File: src/rtl/picomips_pipe_cpu.sv
// rtl/picomips_pipe_cpu.sv - two-stage (fetch/execute) parametrised picoMIPS core
//
// Purpose: picoMIPS CPU core with an external combinational program ROM, a
// valid/ready input port, a registered output port with a one-cycle strobe,
// conditional branch, jump and HALT.
//
// Ports:
//   clk        rising-edge clock
//   reset      synchronous active-high master reset
//   prog_addr  program ROM address (the PC)
//   instr      ROM data for prog_addr, combinational
//   in_data    input port data, sampled only on the accepting edge
//   in_valid   input data available
//   in_ready   core is waiting in IN and accepts in_data
//   outport    registered output port
//   out_valid  one-cycle strobe, outport was updated on the previous edge
//   halted     core stopped by HALT, only reset restarts it
//
// Optional feature macro: PICOMIPS_MUL_EN (opcode 0A = MUL; otherwise NOP).

module picomips_pipe_cpu #(
  parameter int n     = 8,
  parameter int Psize = 6,
  parameter int Rbits = 3
) (
  input  logic                clk,
  input  logic                reset,
  output logic [Psize-1:0]    prog_addr,
  input  logic [6+5+5+n-1:0]  instr,
  input  logic [n-1:0]        in_data,
  input  logic                in_valid,
  output logic                in_ready,
  output logic [n-1:0]        outport,
  output logic                out_valid,
  output logic                halted
);

  localparam int Isize = 6 + 5 + 5 + n;

  localparam logic [5:0] OP_NOP  = 6'h00;
  localparam logic [5:0] OP_ADD  = 6'h01;
  localparam logic [5:0] OP_ADDI = 6'h02;
  localparam logic [5:0] OP_SUB  = 6'h03;
  localparam logic [5:0] OP_SUBI = 6'h04;
  localparam logic [5:0] OP_LDI  = 6'h05;
  localparam logic [5:0] OP_IN   = 6'h06;
  localparam logic [5:0] OP_OUT  = 6'h07;
  localparam logic [5:0] OP_BEQ  = 6'h08;
  localparam logic [5:0] OP_JMP  = 6'h09;
  localparam logic [5:0] OP_MUL  = 6'h0A;
  localparam logic [5:0] OP_HALT = 6'h3F;

  typedef enum logic [1:0] {
    S_RUN,
    S_WAIT_IN,
    S_HALT
  } state_t;

  state_t             state;
  logic [Psize-1:0]   pc;
  logic [Isize-1:0]   ir;
  logic [n-1:0]       rf [2**Rbits];

  logic [5:0]         opcode;
  logic [Rbits-1:0]   rd;
  logic [Rbits-1:0]   rs;
  logic [n-1:0]       imm;
  logic [Psize-1:0]   target;
  logic [n-1:0]       rd_val;
  logic [n-1:0]       rs_val;

  logic               we;
  logic [n-1:0]       wd;
  logic               branch;

  // Only the low Rbits of each register field select a register.
  logic               unused_fields;

  assign opcode = ir[Isize-1 -: 6];
  assign rd     = ir[Isize-12+Rbits -: Rbits];
  assign rs     = ir[Isize-17+Rbits -: Rbits];
  assign imm    = ir[n-1:0];
  assign target = imm[Psize-1:0];

  assign unused_fields = ^{ir[Isize-7 -: 5], ir[Isize-12 -: 5]};

  // R0 is hardwired to zero on read; writes to it are dropped below.
  assign rd_val = (rd == '0) ? '0 : rf[rd];
  assign rs_val = (rs == '0) ? '0 : rf[rs];

  assign prog_addr = pc;

  // Execute-stage decode: register write-back and branch decision.
  always_comb begin
    we     = 1'b0;
    wd     = rd_val;
    branch = 1'b0;
    if (!reset) begin
      if (state == S_RUN) begin
        case (opcode)
          OP_ADD:  begin we = 1'b1; wd = rd_val + rs_val; end
          OP_ADDI: begin we = 1'b1; wd = rd_val + imm;    end
          OP_SUB:  begin we = 1'b1; wd = rd_val - rs_val; end
          OP_SUBI: begin we = 1'b1; wd = rd_val - imm;    end
          OP_LDI:  begin we = 1'b1; wd = imm;             end
`ifdef PICOMIPS_MUL_EN
          OP_MUL:  begin we = 1'b1; wd = rd_val * rs_val; end
`endif
          OP_BEQ:  branch = (rd_val == rs_val);
          OP_JMP:  branch = 1'b1;
          default: ;
        endcase
      end else if (state == S_WAIT_IN && in_valid) begin
        we = 1'b1;
        wd = in_data;
      end
    end
  end

  // Register file is deliberately not cleared by reset.
  always_ff @(posedge clk) begin
    if (we && rd != '0) begin
      rf[rd] <= wd;
    end
  end

  always_ff @(posedge clk) begin
    if (reset) begin
      pc        <= '0;
      ir        <= '0;
      state     <= S_RUN;
      outport   <= '0;
      out_valid <= 1'b0;
      in_ready  <= 1'b0;
      halted    <= 1'b0;
    end else begin
      case (state)
        S_RUN: begin
          out_valid <= 1'b0;
          pc        <= pc + 1'b1;
          ir        <= instr;
          case (opcode)
            OP_OUT: begin
              outport   <= rs_val;
              out_valid <= 1'b1;
            end
            OP_IN: begin
              // Hold the fetch so the instruction after IN is not lost.
              pc       <= pc;
              ir       <= ir;
              in_ready <= 1'b1;
              state    <= S_WAIT_IN;
            end
            OP_HALT: begin
              pc     <= pc;
              ir     <= ir;
              halted <= 1'b1;
              state  <= S_HALT;
            end
            default: ;
          endcase
          // Taken branch: the slot fetched alongside it is flushed to NOP.
          if (branch) begin
            pc <= target;
            ir <= OP_NOP << (Isize - 6);
          end
        end
        S_WAIT_IN: begin
          out_valid <= 1'b0;
          if (in_valid) begin
            in_ready <= 1'b0;
            pc       <= pc + 1'b1;
            ir       <= instr;
            state    <= S_RUN;
          end
        end
        S_HALT: begin
          out_valid <= 1'b0;
        end
        default: begin
          state <= S_RUN;
        end
      endcase
    end
  end

endmodule
File: config.mk
export PLATFORM = sky130hd
export DESIGN_NAME = picomips_pipe_cpu
export DESIGN_NICKNAME = d
export VERILOG_FILES = /design/src/rtl/picomips_pipe_cpu.sv
export SDC_FILE = /design/constraint.sdc
export NUM_CORES = 1
export LEC_CHECK = 0
export CORE_MARGIN = 10
export CORE_UTILIZATION = 63
export DETAILED_ROUTE_END_ITERATION = 16
export GPL_TIMING_DRIVEN = 0
export PLACE_DENSITY = 0.88
export REMOVE_ABC_BUFFERS = 1
export SLEW_MARGIN = 20
export SYNTH_ARGS = -nofsm -noshare
export SYNTH_HDL_FRONTEND = slang
export SYNTH_SLANG_ARGS = --single-unit
File: constraint.sdc
create_clock -name clk -period 9.1 [get_ports clk]
set_clock_uncertainty 0.1 [all_clocks]
set_input_delay 1.365 -clock clk [delete_from_list [all_inputs] [get_ports clk]]
set_output_delay 1.365 -clock clk [all_outputs]
set_load 0.01 [all_outputs]
==> results.sh <==
export IMPL_clockBufferDepth=2
export IMPL_final_cells=788
export IMPL_p_leak_nw=2.50
export IMPL_seq_area_frac_synth_pct=45.3
export IMPL_clk_latency_ps=390
export IMPL_synth_edf_count=64
export IMPL_worst_pin_slew_ps=1010
export IMPL_wl_um=15900
export IMPL_ant_nets=0
export IMPL_gp_congestion=0.935
export IMPL_num_io_pins=52
export IMPL_initial_core_util_pct=64.3
export IMPL_gr_total_overflow=0
export IMPL_synthFlopType="edfxtp_1"
export IMPL_cts_clk_slew_worst_paths_ps=100
export IMPL_path_buf_inv=2
export IMPL_dpl_cell_count=772
export IMPL_criticalPathCategory="reg -> reg"
export IMPL_r2r_end="rf[6][7]$_DFFE_PP_"
export IMPL_status="completed"
export IMPL_mostFrequentLayoutCell="edfxtp_1"
export IMPL_finalHoldViolCount=0
export IMPL_chipHeight_um=119
export IMPL_cts_resized=0
export IMPL_cp_slowest_cell="a31oi_1"
export IMPL_port_buffers=47
export IMPL_relSlewSlack_pct=32.6
export IMPL_num_rows=36
export IMPL_synth_cells=612
export IMPL_clock_tree_root_cell="clkbuf_8"
export IMPL_hold_start="ir[7]$_SDFFE_PP0N_"
export IMPL_critical_path_peak_fanout=8
export IMPL_period_needed_ps=5570
export IMPL_ff2ff_setup_slack_ps=3530
export IMPL_clock_fmax_mhz=179
export IMPL_grt_pass1_vias=4965
export IMPL_synth_seq_cells=109
export IMPL_synthToLayoutAreaGrowth_pct=13.2
export IMPL_synth_cell_types=63
export IMPL_hold_path_class="reg -> reg"
export IMPL_grt_pass1_wl_um=25400
export IMPL_rsz0062_at_grt="no"
export IMPL_drv_cap=0
export IMPL_drc=0
export IMPL_drive_above_1_share_pct=8.70
export IMPL_slew_viol_final=0
export IMPL_required_ps=9070
export IMPL_cp_start_kind="flip-flop"
export IMPL_post_cts_buffers=0
export IMPL_first_iter_violations=573
export IMPL_die_w_um=119
export IMPL_syn_avg_cell_area_um2=10.2
export IMPL_slowest_delay_ps=660
export IMPL_min_delay_path_depth=2
export IMPL_dieArea_um2=14300
export IMPL_critPathArrivalTime_ps=5550
export IMPL_fin_setup_tns_ps=0
export IMPL_ys_warn_count=0
export IMPL_setup_violations=0
export IMPL_core_area_um2=9680
export IMPL_cts_sinks=109
export IMPL_whs_endpoint="ir[7]$_SDFFE_PP0N_"
export IMPL_r2r_cells=17
export IMPL_crit_chain="nor2b_1 -> a21oi_1 -> and3_1 -> inv_1 -> ha_1 -> and3_1 -> a221o_1 -> inv_1 -> ha_1 -> nor2b_1 -> o2111ai_1 -> nand3_1 -> o41ai_1 -> xor2_1 -> or3_1 -> o41a_1 -> a31oi_1"
export IMPL_powerDensity_nw_per_um2=350
export IMPL_end_kind="flip-flop"
export IMPL_grt_antenna_before_repair=0
export IMPL_routed_via_density=6.43
export IMPL_first_pass_iters=6
export IMPL_hold_buffers=0
export IMPL_syn_area_um2=6230
export IMPL_hpwl_um=11800
export IMPL_antenna_cells=0
export IMPL_cts_buffers=9
export IMPL_grt_max_degree=33
export IMPL_final_cell_mix="edfxtp_1, a21oi_1, nor2_1"
export IMPL_cts_tree="yes"
export IMPL_ctsHtreeMaxLevel=3
export IMPL_wire_per_inst_um=20.1
export IMPL_cp_top_family="compound AO/OA/AOI/OAI gates"
export IMPL_nets=708
export IMPL_synth_async_reset_ratio_pct=0
export IMPL_vdd_drop_max_mv=0.203
export IMPL_fin_crit_sh_pct=61.3
export IMPL_vias=5066
export IMPL_grt_use_total_pct=21.9
-- layer usage --
metal  wire [um]  vias to the layer above  part of all wire, %  global-route usage (%)
li1            -                     2347                    -                       -
met1        6590                     2444                   42                    27.8
met2        7600                      239                   48                    35.7
met3        1300                       36                  8.2                    4.91
met4         373                        0                  2.4                    8.82
met5           0                        -                    0                       0
-- cell usage after synthesis (2+ instances only) --
cell type | count | area [um^2]
mux4_2 | 20 | 450
a21oi_1 | 63 | 315
mux2_1 | 4 | 45.0
nor4_1 | 3 | 18.8
nor2_1 | 62 | 233
a31oi_1 | 2 | 12.5
inv_1 | 14 | 52.6
dfxtp_1 | 45 | 901
and2_1 | 5 | 31.3
nand3_1 | 36 | 180
buf_2 | 6 | 30.0
buf_6 | 4 | 45.0
o41ai_1 | 2 | 17.5
a21o_1 | 6 | 45.0
nor3b_1 | 7 | 52.6
nor2b_1 | 11 | 68.8
nor3_1 | 16 | 80.1
fa_1 | 2 | 40.0
a32oi_1 | 2 | 17.5
or2_1 | 2 | 12.5
nand2b_1 | 4 | 25.0
clkbuf_1 | 22 | 82.6
or3_1 | 4 | 25.0
nand2_1 | 56 | 210
mux2i_1 | 33 | 330
ha_1 | 21 | 263
edfxtp_1 | 64 | 1920
xor2_1 | 6 | 52.6
a22oi_1 | 15 | 113
nand4_1 | 3 | 18.8
o21ai_0 | 15 | 75.1
inv_2 | 2 | 7.51
and3_1 | 3 | 18.8
xnor2_1 | 12 | 105
o22a_1 | 4 | 35.0
nor4bb_1 | 2 | 20.0
a221oi_1 | 6 | 52.6
o21ai_1 | 3 | 15.0
-- metrics by stage --
step	hold slack [ps]	area [um^2]	total power, mW	worst slack (ps)	utilization (%)
floorplan	338	6090	1.77	4410	-
global placement	357	6730	2.10	3050	69.5
detailed placement	379	6840	2.15	3670	70.6
CTS	393	7040	2.45	3590	72.7
global route	417	7050	2.64	3280	72.8
finish	395	7050	2.47	3530	72.8
-- cell families (layout without fill, tap and decap cells) --
kind of cell / Yosys count / count (layout) / share of synthesized area, %
simple gates: 217 / 217 / 16.4
compound gates: 137 / 137 / 13.9
mux: 58 / 58 / 13.4
flops: 109 / 109 / 45.3
other cells: 1 / 8 / 0.0602
buf+inv: 49 / 85 / 3.55
xor+xnor: 18 / 18 / 2.53
fa+ha+maj: 23 / 23 / 4.86
-- sequential cells by signal (all words and copies together), names as in the netlist, named ones only --
signal,cells
halted,1
in_ready,1
ir,20
out_valid,1
outport,8
prog_addr,6
rf,64
state,2
-- power by group --
part           internal (mW)  switching (mW)  total (mW)  leakage [nW]
registers              0.663           0.100       0.763         0.961
clock network          0.108           0.182       0.290        0.0966
logic                  0.581           0.836        1.42          1.44
-- layout make-up --
cell class,instances,area [um^2]
Tap cell,133,166
Fill cell,702,2630
Multi-Input combinational cell,461,3270
Sequential cell,109,2830
Timing Repair Buffer,53,533
Clock inverter,7,72.6
Inverter,16,60.1
Clock buffer,9,124
-- worst max path at each step --
stage          cells past startpoint                  to  slack [ps]      start
3_5_place_dp                      17  rf[0][7]$_DFFE_PP_        3670  flip-flop
2_1_floorplan                     16  rf[0][7]$_DFFE_PP_        4410  flip-flop
3_3_place_gp                       3  rf[2][3]$_DFFE_PP_        3050      reset
6_report                          17  rf[6][7]$_DFFE_PP_        3530  flip-flop
4_1_cts                           17  rf[4][7]$_DFFE_PP_        3590  flip-flop
5_1_grt                           17  rf[4][7]$_DFFE_PP_        3280  flip-flop
-- worst reg2reg max path, cell delays in order, from the launching register on --
cell       delay [ps]
dfxtp_1           600
nor2b_1           540
a21oi_1           120
and3_1            290
inv_1             160
ha_1              280
and3_1            160
a221o_1           310
inv_1              70
ha_1              210
nor2b_1           140
o2111ai_1         190
nand3_1           120
o41ai_1           560
xor2_1            240
or3_1             400
o41a_1            120
a31oi_1           660
(Power assumes the default switching activity.)
